$ cat src/rtl/led_sram_arbiter.sv
// led_sram_arbiter: shares one single-port frame SRAM between a single-word
// pixel write path and a 16-word scan-line fetch path. Reads win arbitration,
// but a pending write is granted after STARVE_LIMIT consecutive bursts have
// been granted over it.
//
// Handshake: a requester raises wr_req/rd_req with its payload and holds both
// stable until the matching one-cycle ack pulse; the payload is sampled on the
// clock edge that raises the ack. Fetched words stream out on rd_valid with no
// back-pressure: rd_idx gives the beat number and rd_done marks beat 15.
module led_sram_arbiter #(
  parameter int AW           = 9,
  parameter int DW           = 16,
  parameter int STARVE_LIMIT = 2
) (
  input  logic          GCK,
  input  logic          rst,
  input  logic          wr_req,
  input  logic [AW-1:0] wr_addr,
  input  logic [DW-1:0] wr_data,
  output logic          wr_ack,
  input  logic          rd_req,
  input  logic [AW-5:0] rd_line,
  output logic          rd_ack,
  output logic          rd_valid,
  output logic [3:0]    rd_idx,
  output logic [DW-1:0] rd_data,
  output logic          rd_done,
  output logic          busy,
  output logic          sram_cen_n,
  output logic          sram_wen_n,
  output logic [AW-1:0] sram_addr,
  output logic [DW-1:0] sram_d,
  input  logic [DW-1:0] sram_q
);

  localparam int CW = (STARVE_LIMIT < 2) ? 1 : $clog2(STARVE_LIMIT + 1);
  localparam logic [CW-1:0] LIMIT = CW'(STARVE_LIMIT);

  typedef enum logic [1:0] {IDLE, WRITE, RBURST, RDRAIN} state_t;

  state_t          state;
  state_t          next_state;
  logic            grant_wr;
  logic            grant_rd;
  logic [CW-1:0]   starve_cnt;
  logic [AW-5:0]   line_q;
  logic [3:0]      beat;
  logic [AW-1:0]   wr_addr_q;
  logic [DW-1:0]   wr_data_q;
  logic            rd_issue;
  logic [3:0]      issue_idx;

  // Next-state and grant decision; only IDLE ever grants.
  always_comb begin
    next_state = state;
    grant_wr   = 1'b0;
    grant_rd   = 1'b0;
    case (state)
      IDLE: begin
        if (wr_req && (starve_cnt >= LIMIT)) begin
          grant_wr   = 1'b1;
          next_state = WRITE;
        end else if (rd_req) begin
          grant_rd   = 1'b1;
          next_state = RBURST;
        end else if (wr_req) begin
          grant_wr   = 1'b1;
          next_state = WRITE;
        end
      end
      WRITE:   next_state = IDLE;
      RBURST:  if (beat == 4'hF) next_state = RDRAIN;
      RDRAIN:  next_state = IDLE;
      default: next_state = IDLE;
    endcase
  end

  // State register.
  always_ff @(posedge GCK) begin
    if (rst) state <= IDLE;
    else     state <= next_state;
  end

  // Acks, payload capture, beat counter and starvation counter.
  always_ff @(posedge GCK) begin
    if (rst) begin
      wr_ack     <= 1'b0;
      rd_ack     <= 1'b0;
      busy       <= 1'b0;
      starve_cnt <= '0;
      line_q     <= '0;
      beat       <= 4'd0;
      wr_addr_q  <= '0;
      wr_data_q  <= '0;
    end else begin
      wr_ack <= grant_wr;
      rd_ack <= grant_rd;
      busy   <= (next_state != IDLE);
      if (grant_wr) begin
        wr_addr_q  <= wr_addr;
        wr_data_q  <= wr_data;
        starve_cnt <= '0;
      end
      if (grant_rd) begin
        line_q <= rd_line;
        beat   <= 4'd0;
        if (wr_req && (starve_cnt != LIMIT)) starve_cnt <= starve_cnt + CW'(1);
      end
      // beat 15 -> 0 rollover coincides with leaving RBURST
      if (state == RBURST) beat <= beat + 4'd1;
    end
  end

  // SRAM port drive; address and write data hold when the macro is idle.
  always_ff @(posedge GCK) begin
    if (rst) begin
      sram_cen_n <= 1'b1;
      sram_wen_n <= 1'b1;
      sram_addr  <= '0;
      sram_d     <= '0;
      rd_issue   <= 1'b0;
      issue_idx  <= 4'd0;
    end else begin
      rd_issue <= 1'b0;
      case (state)
        WRITE: begin
          sram_cen_n <= 1'b0;
          sram_wen_n <= 1'b0;
          sram_addr  <= wr_addr_q;
          sram_d     <= wr_data_q;
        end
        RBURST: begin
          sram_cen_n <= 1'b0;
          sram_wen_n <= 1'b1;
          sram_addr  <= {line_q, beat};
          rd_issue   <= 1'b1;
          issue_idx  <= beat;
        end
        default: begin
          sram_cen_n <= 1'b1;
          sram_wen_n <= 1'b1;
        end
      endcase
    end
  end

  // Read return tagging: one cycle behind the access, aligned with sram_q.
  always_ff @(posedge GCK) begin
    if (rst) begin
      rd_valid <= 1'b0;
      rd_idx   <= 4'd0;
      rd_done  <= 1'b0;
    end else begin
      rd_valid <= rd_issue;
      rd_done  <= rd_issue && (issue_idx == 4'hF);
      if (rd_issue) rd_idx <= issue_idx;
    end
  end

  // The macro's q is already a registered output, so it is forwarded while
  // rd_valid is high and forced to zero otherwise (zero after reset too).
  assign rd_data = rd_valid ? sram_q : '0;

endmodule
$ cat config.mk
export PLATFORM = sky130hd
export DESIGN_NAME = led_sram_arbiter
export DESIGN_NICKNAME = d
export VERILOG_FILES = /design/src/rtl/led_sram_arbiter.sv
export SDC_FILE = /design/constraint.sdc
export NUM_CORES = 1
export LEC_CHECK = 0
export CAP_MARGIN = 20
export CORE_ASPECT_RATIO = 0.9
export CORE_MARGIN = 10
export CORE_UTILIZATION = 35
export CTS_CLUSTER_DIAMETER = 50
export CTS_CLUSTER_SIZE = 40
export DETAILED_ROUTE_END_ITERATION = 7
export HOLD_SLACK_MARGIN = 0.03
export PLACE_DENSITY = 0.67
export SLEW_MARGIN = 10
export SYNTH_ARGS = -nofsm -noshare
export SYNTH_HDL_FRONTEND = slang
export SYNTH_SLANG_ARGS = --single-unit
$ cat constraint.sdc
create_clock -name GCK -period 2.1 [get_ports GCK]
set_input_delay 0.42 -clock GCK [delete_from_list [all_inputs] [get_ports GCK]]
set_output_delay 0.42 -clock GCK [all_outputs]
set_load 0.05 [all_outputs]
# Word-level counts from Yosys, hierarchy flattened
# Index checks and enable logic that the tools add are counted.
[totals] input_bits=50 wordCells=58 output_inout_bits=52 regBits=79
[classes] eq_ne=6 reduce_logical=9 muxes=22 n_addsub=2 n_lt_le_gt_ge=1
[op_table] cell="9-bit case mux with 2 select lines" count=1
[op_table] cell="16-bit 2-to-1 mux" count=1
[op_table] cell="2-bit 2-to-1 mux" count=7
[op_table] cell="1-bit 2-to-1 mux" count=10
[op_table] cell="4-bit equality test, second input constant" count=2
[op_table] cell="4-bit 2-to-1 mux" count=2
[op_table] cell="2-bit case mux with 3 select lines" count=1
[op_table] cell="2-bit nonzero test" count=3
[op_table] cell="4-bit by 1-bit adder with 4-bit output, second input constant" count=1
[op_table] cell="2-bit equality test, second input constant" count=2
[op_table] cell="2-bit OR reduction" count=2
[op_table] cell="1-bit logical AND" count=3
[op_table] cell="2-bit by 1-bit adder with 2-bit output, second input constant" count=1
[op_table] cell="2-bit by 1-bit equality test with 1-bit output, second input constant" count=1
[op_table] cell="2-bit >= comparator, second input constant" count=1
[op_table] cell="2-bit logical NOT" count=1
[op_table] cell="2-bit inequality test, second input constant" count=1

# Logic depth before layout (Yosys ltp)
[depth] word_depth=7 ltp_mapped=7 depth_no_buf=5

# Worst setup path before layout
# OpenSTA, ideal clock, no wires.
[synth_path] path_kind="register to output" start="reg rd_valid" end="out rd_data[10]" path_buffers=1 path_stages_with_launch=3 path_slack_ns=0.315 arrival_time_ns=1.365 t_required_ns=1.680 path_cell_list="dfxtp_1 -> clkbuf_1 -> and2_1"
[synth_via] elab_chain_cells=1
[synth_lines] item="from (decl)" line="24" source="output logic rd_valid,"
[synth_lines] item="from (signal assigned)" line="154" source="rd_valid <= rd_issue;"
[synth_lines] item="16-bit 2-to-1 mux" line="162" source="assign rd_data = rd_valid ? sram_q : '0;"
[synth_lines] item="to (decl)" line="26" source="output logic [DW-1:0] rd_data,"
# Every way passes these cells.

# Worst setup path in the final report
[layout_path] start="reg sram_d[9]" end="out sram_d[9]"
[layout_lines] item="from (decl)" line="32" source="output logic [DW-1:0] sram_d,"
[layout_lines] item="from (signal assigned)" line="130" source="sram_d <= wr_data_q;"
# No word-level cell between the ends.

==> results.yml <==
global_routing:
  busiest_layer: "met2"
  overflow: 0
  grt_pass1_vias: 2692
  grt_use_met3_pct: 4.83
  grt_pass1_wl_um: 14000
  track_usage_pct: 12.7
  use_met1_pct: 16.0
  antenna_found_initial: 0
  grtUsageMet2_pct: 19.5
  grt_start_max_net_pins: 38
yosys:
  synthFlopType: "dfxtp_1"
  syn_inst: 350
  yosysUniqueCellTypes: 34
  ys_seq_elements: 79
  synthMostInstantiatedCell: "dfxtp_1"
  seq_area_frac_synth_pct: 49.7
  synth_area_leaders: "dfxtp_1 50%, mux2i_1 9.8%, a21oi_1 5.8%"
  synth_common_cells: "79 x dfxtp_1, 37 x a21oi_1, 34 x o21ai_0"
  synth_largest_area_cell: "dfxtp_1"
  synth_edf_count: 0
  ys_warn_count: 0
  synth.cell_area_um2: 3180
  synth_nets: 405
  netlist.area_leader.share_pct: 49.7
  avgSynthCellArea_um2: 9.09
  async_flop_share_pct: 0
clock_tree:
  postCtsHoldBufs: 0
  clk_latency_ns: 0.35
  cts.htree.levels: 3
  post_cts_resized: 0
  cts_setup_buffers: 0
  cts_sinks: 79
  cts_tree: "done"
  clock_path_buffers: 2
  cts_buffers: 9
  clk_pin_slew_ns: 0.09
  cts-root-buf: "clkbuf_8"
sta:
  drv_slew: 0
  min_period_ns: 1.94
  final_hold_viol_count: 0
  fin_skew_ns: 0.00883
  max_freq_ghz: 0.516
  final.setup.worst_slack_ns: 0.161
  setup_viol: 0
  rsz0062_at_grt: "false"
  fin_tns_setup_ns: 0
  finalCritPeriodShare_pct: 92.3
  hold_slack_ns: 0.478
  tightest_slew_ns: 0.656
  slew_headroom_pct: 56.3
place:
  port_buffers: 101
  place_area_um2: 4480
  routabilityCongestion: 0.845
  place_hpwl_um: 6520
  place_ws_ns: 0.118
setup_path:
  timing.critical_path.from: "sram_d[9]"
  r2r_start: "state[0]"
  r2r_end: "line_q[0]"
  worst-path-stages: 1
  crit_family: "buffers and inverters"
  path_max_fanout: 2
  crit_slowest_cell: "clkdlybuf4s50_1"
  reg2reg_depth: 5
  cp_num_buf_inv: 1
  regToRegSetupSlack_ns: 0.34
  start_kind: "flip-flop"
  cp.required_ns: 1.68
  path_cells: "clkdlybuf4s50_1"
  worstSetupPathType: "flip-flop to output port"
  arrival_ns: 1.52
  slowest_delay_ns: 0.82
  end_kind: "output port"
  endpoint: "sram_d[9]"
final_layout:
  final_core_util_pct: 54.1
  syn_to_final_growth_pct: 48.4
  seq_area_um2: 1580
  n_fill_cell: 799
  stdcell_area_um2: 4720
  finish.net_count: 497
  layout-drive-gt1-share_pct: 11.9
  multi_input_area_um2: 1450
  antenna-diode-count: 0
detailed_routing:
  drcViolationCount: 0
  drt-initial-drc-count: 139
  ant_nets: 0
  vias: 2757
  post_drt_wl_per_cell_um: 15.3
  routed_wl_um: 8650
  first_pass_iters: 4
  vias_per_cell: 4.87
floorplanning:
  core_um2: 8730
  row_count: 32
  die_area_um2: 13300
  start_util_pct: 36.5
  die_y_um: 110
  die_x_um: 121
  pin_count: 102
worst_hold_path:
  hold_class: "flip-flop to flip-flop"
  hold_path_depth: 2
pwr:
  ir_worst_vdd_v: 0.000456
  p_leak_nw: 1.68
  pwr_density_cell_nw_per_um2: 773
flow_run:
  maxCapViolations: 0
outcome:
  status: "finished clean"
through the flow:
stage	std cells	power, W
floorplan	350	0.00206
global placement	550	0.00233
detailed placement	550	0.00234
CTS	566	0.00370
global route	566	0.00381
finish	566	0.00365
registers in the layout, summed over array words and instances, names as in the netlist, 2 cells and up:
name        cells
sram_d         16
wr_data_q      16
sram_addr       9
wr_addr_q       9
line_q          5
beat            4
issue_idx       4
rd_idx          4
starve_cnt      2
state           2
layout by cell type (no fill, tap or decap), types with 9 or more instances in the layout:
| cell type | n |
|---|---|
| buf_12 | 19 |
| o21ai_0 | 34 |
| dfxtp_1 | 79 |
| nand3_1 | 26 |
| clkdlybuf4s50_1 | 83 |
| nor2_1 | 33 |
| clkbuf_8 | 9 |
| and2_1 | 17 |
| mux2i_1 | 31 |
| buf_4 | 9 |
| a21oi_1 | 37 |
area by class of cell:
cell class	count	area share, %
Tap cell	119	3.15
Timing Repair Buffer	112	27.2
Multi-Input combinational cell	237	30.8
Clock buffer	9	2.62
Sequential cell	79	33.5
Inverter	3	0.238
Clock inverter	7	2.54
power by group:
group	internal, W	total (W)	leakage, nW	switching [W]
combinational	0.000294	0.000677	0.916	0.000383
sequential	0.00158	0.00162	0.643	0.0000462
clock	0.000793	0.00135	0.120	0.000561
how the worst min path moves through the flow:
stage	from	to	slack, ns
after floorplan	issue_idx[1]	rd_done	0.45
after global placement	wr_addr_q[0]	wr_addr_q[0]	0.46
after detailed placement	wr_data_q[13]	wr_data_q[13]	0.47
after CTS	wr_data_q[13]	wr_data_q[13]	0.48
after global routing	line_q[3]	line_q[3]	0.50
final	wr_data_q[13]	wr_data_q[13]	0.48
per-layer routing:
metal  part of all wire (%)  wire length [um]  vias to the layer above
met1                     47              4090                     1277
met3                    6.0               517                        2
li1                       -                 -                     1399
met2                     46              4010                       79
met4                   0.39                34                        0
met5                      0                 0                        -
cells by family after synthesis:
group / synth area share, %
AND/OR/NAND/NOR: 18.6
AO/OA/AOI/OAI: 15.0
flip-flops: 49.7
buffers and inverters: 4.68
multiplexers: 9.75
adder cells (fa/ha/maj): 1.97
XOR/XNOR: 0.275
(Power assumes the default switching activity.)
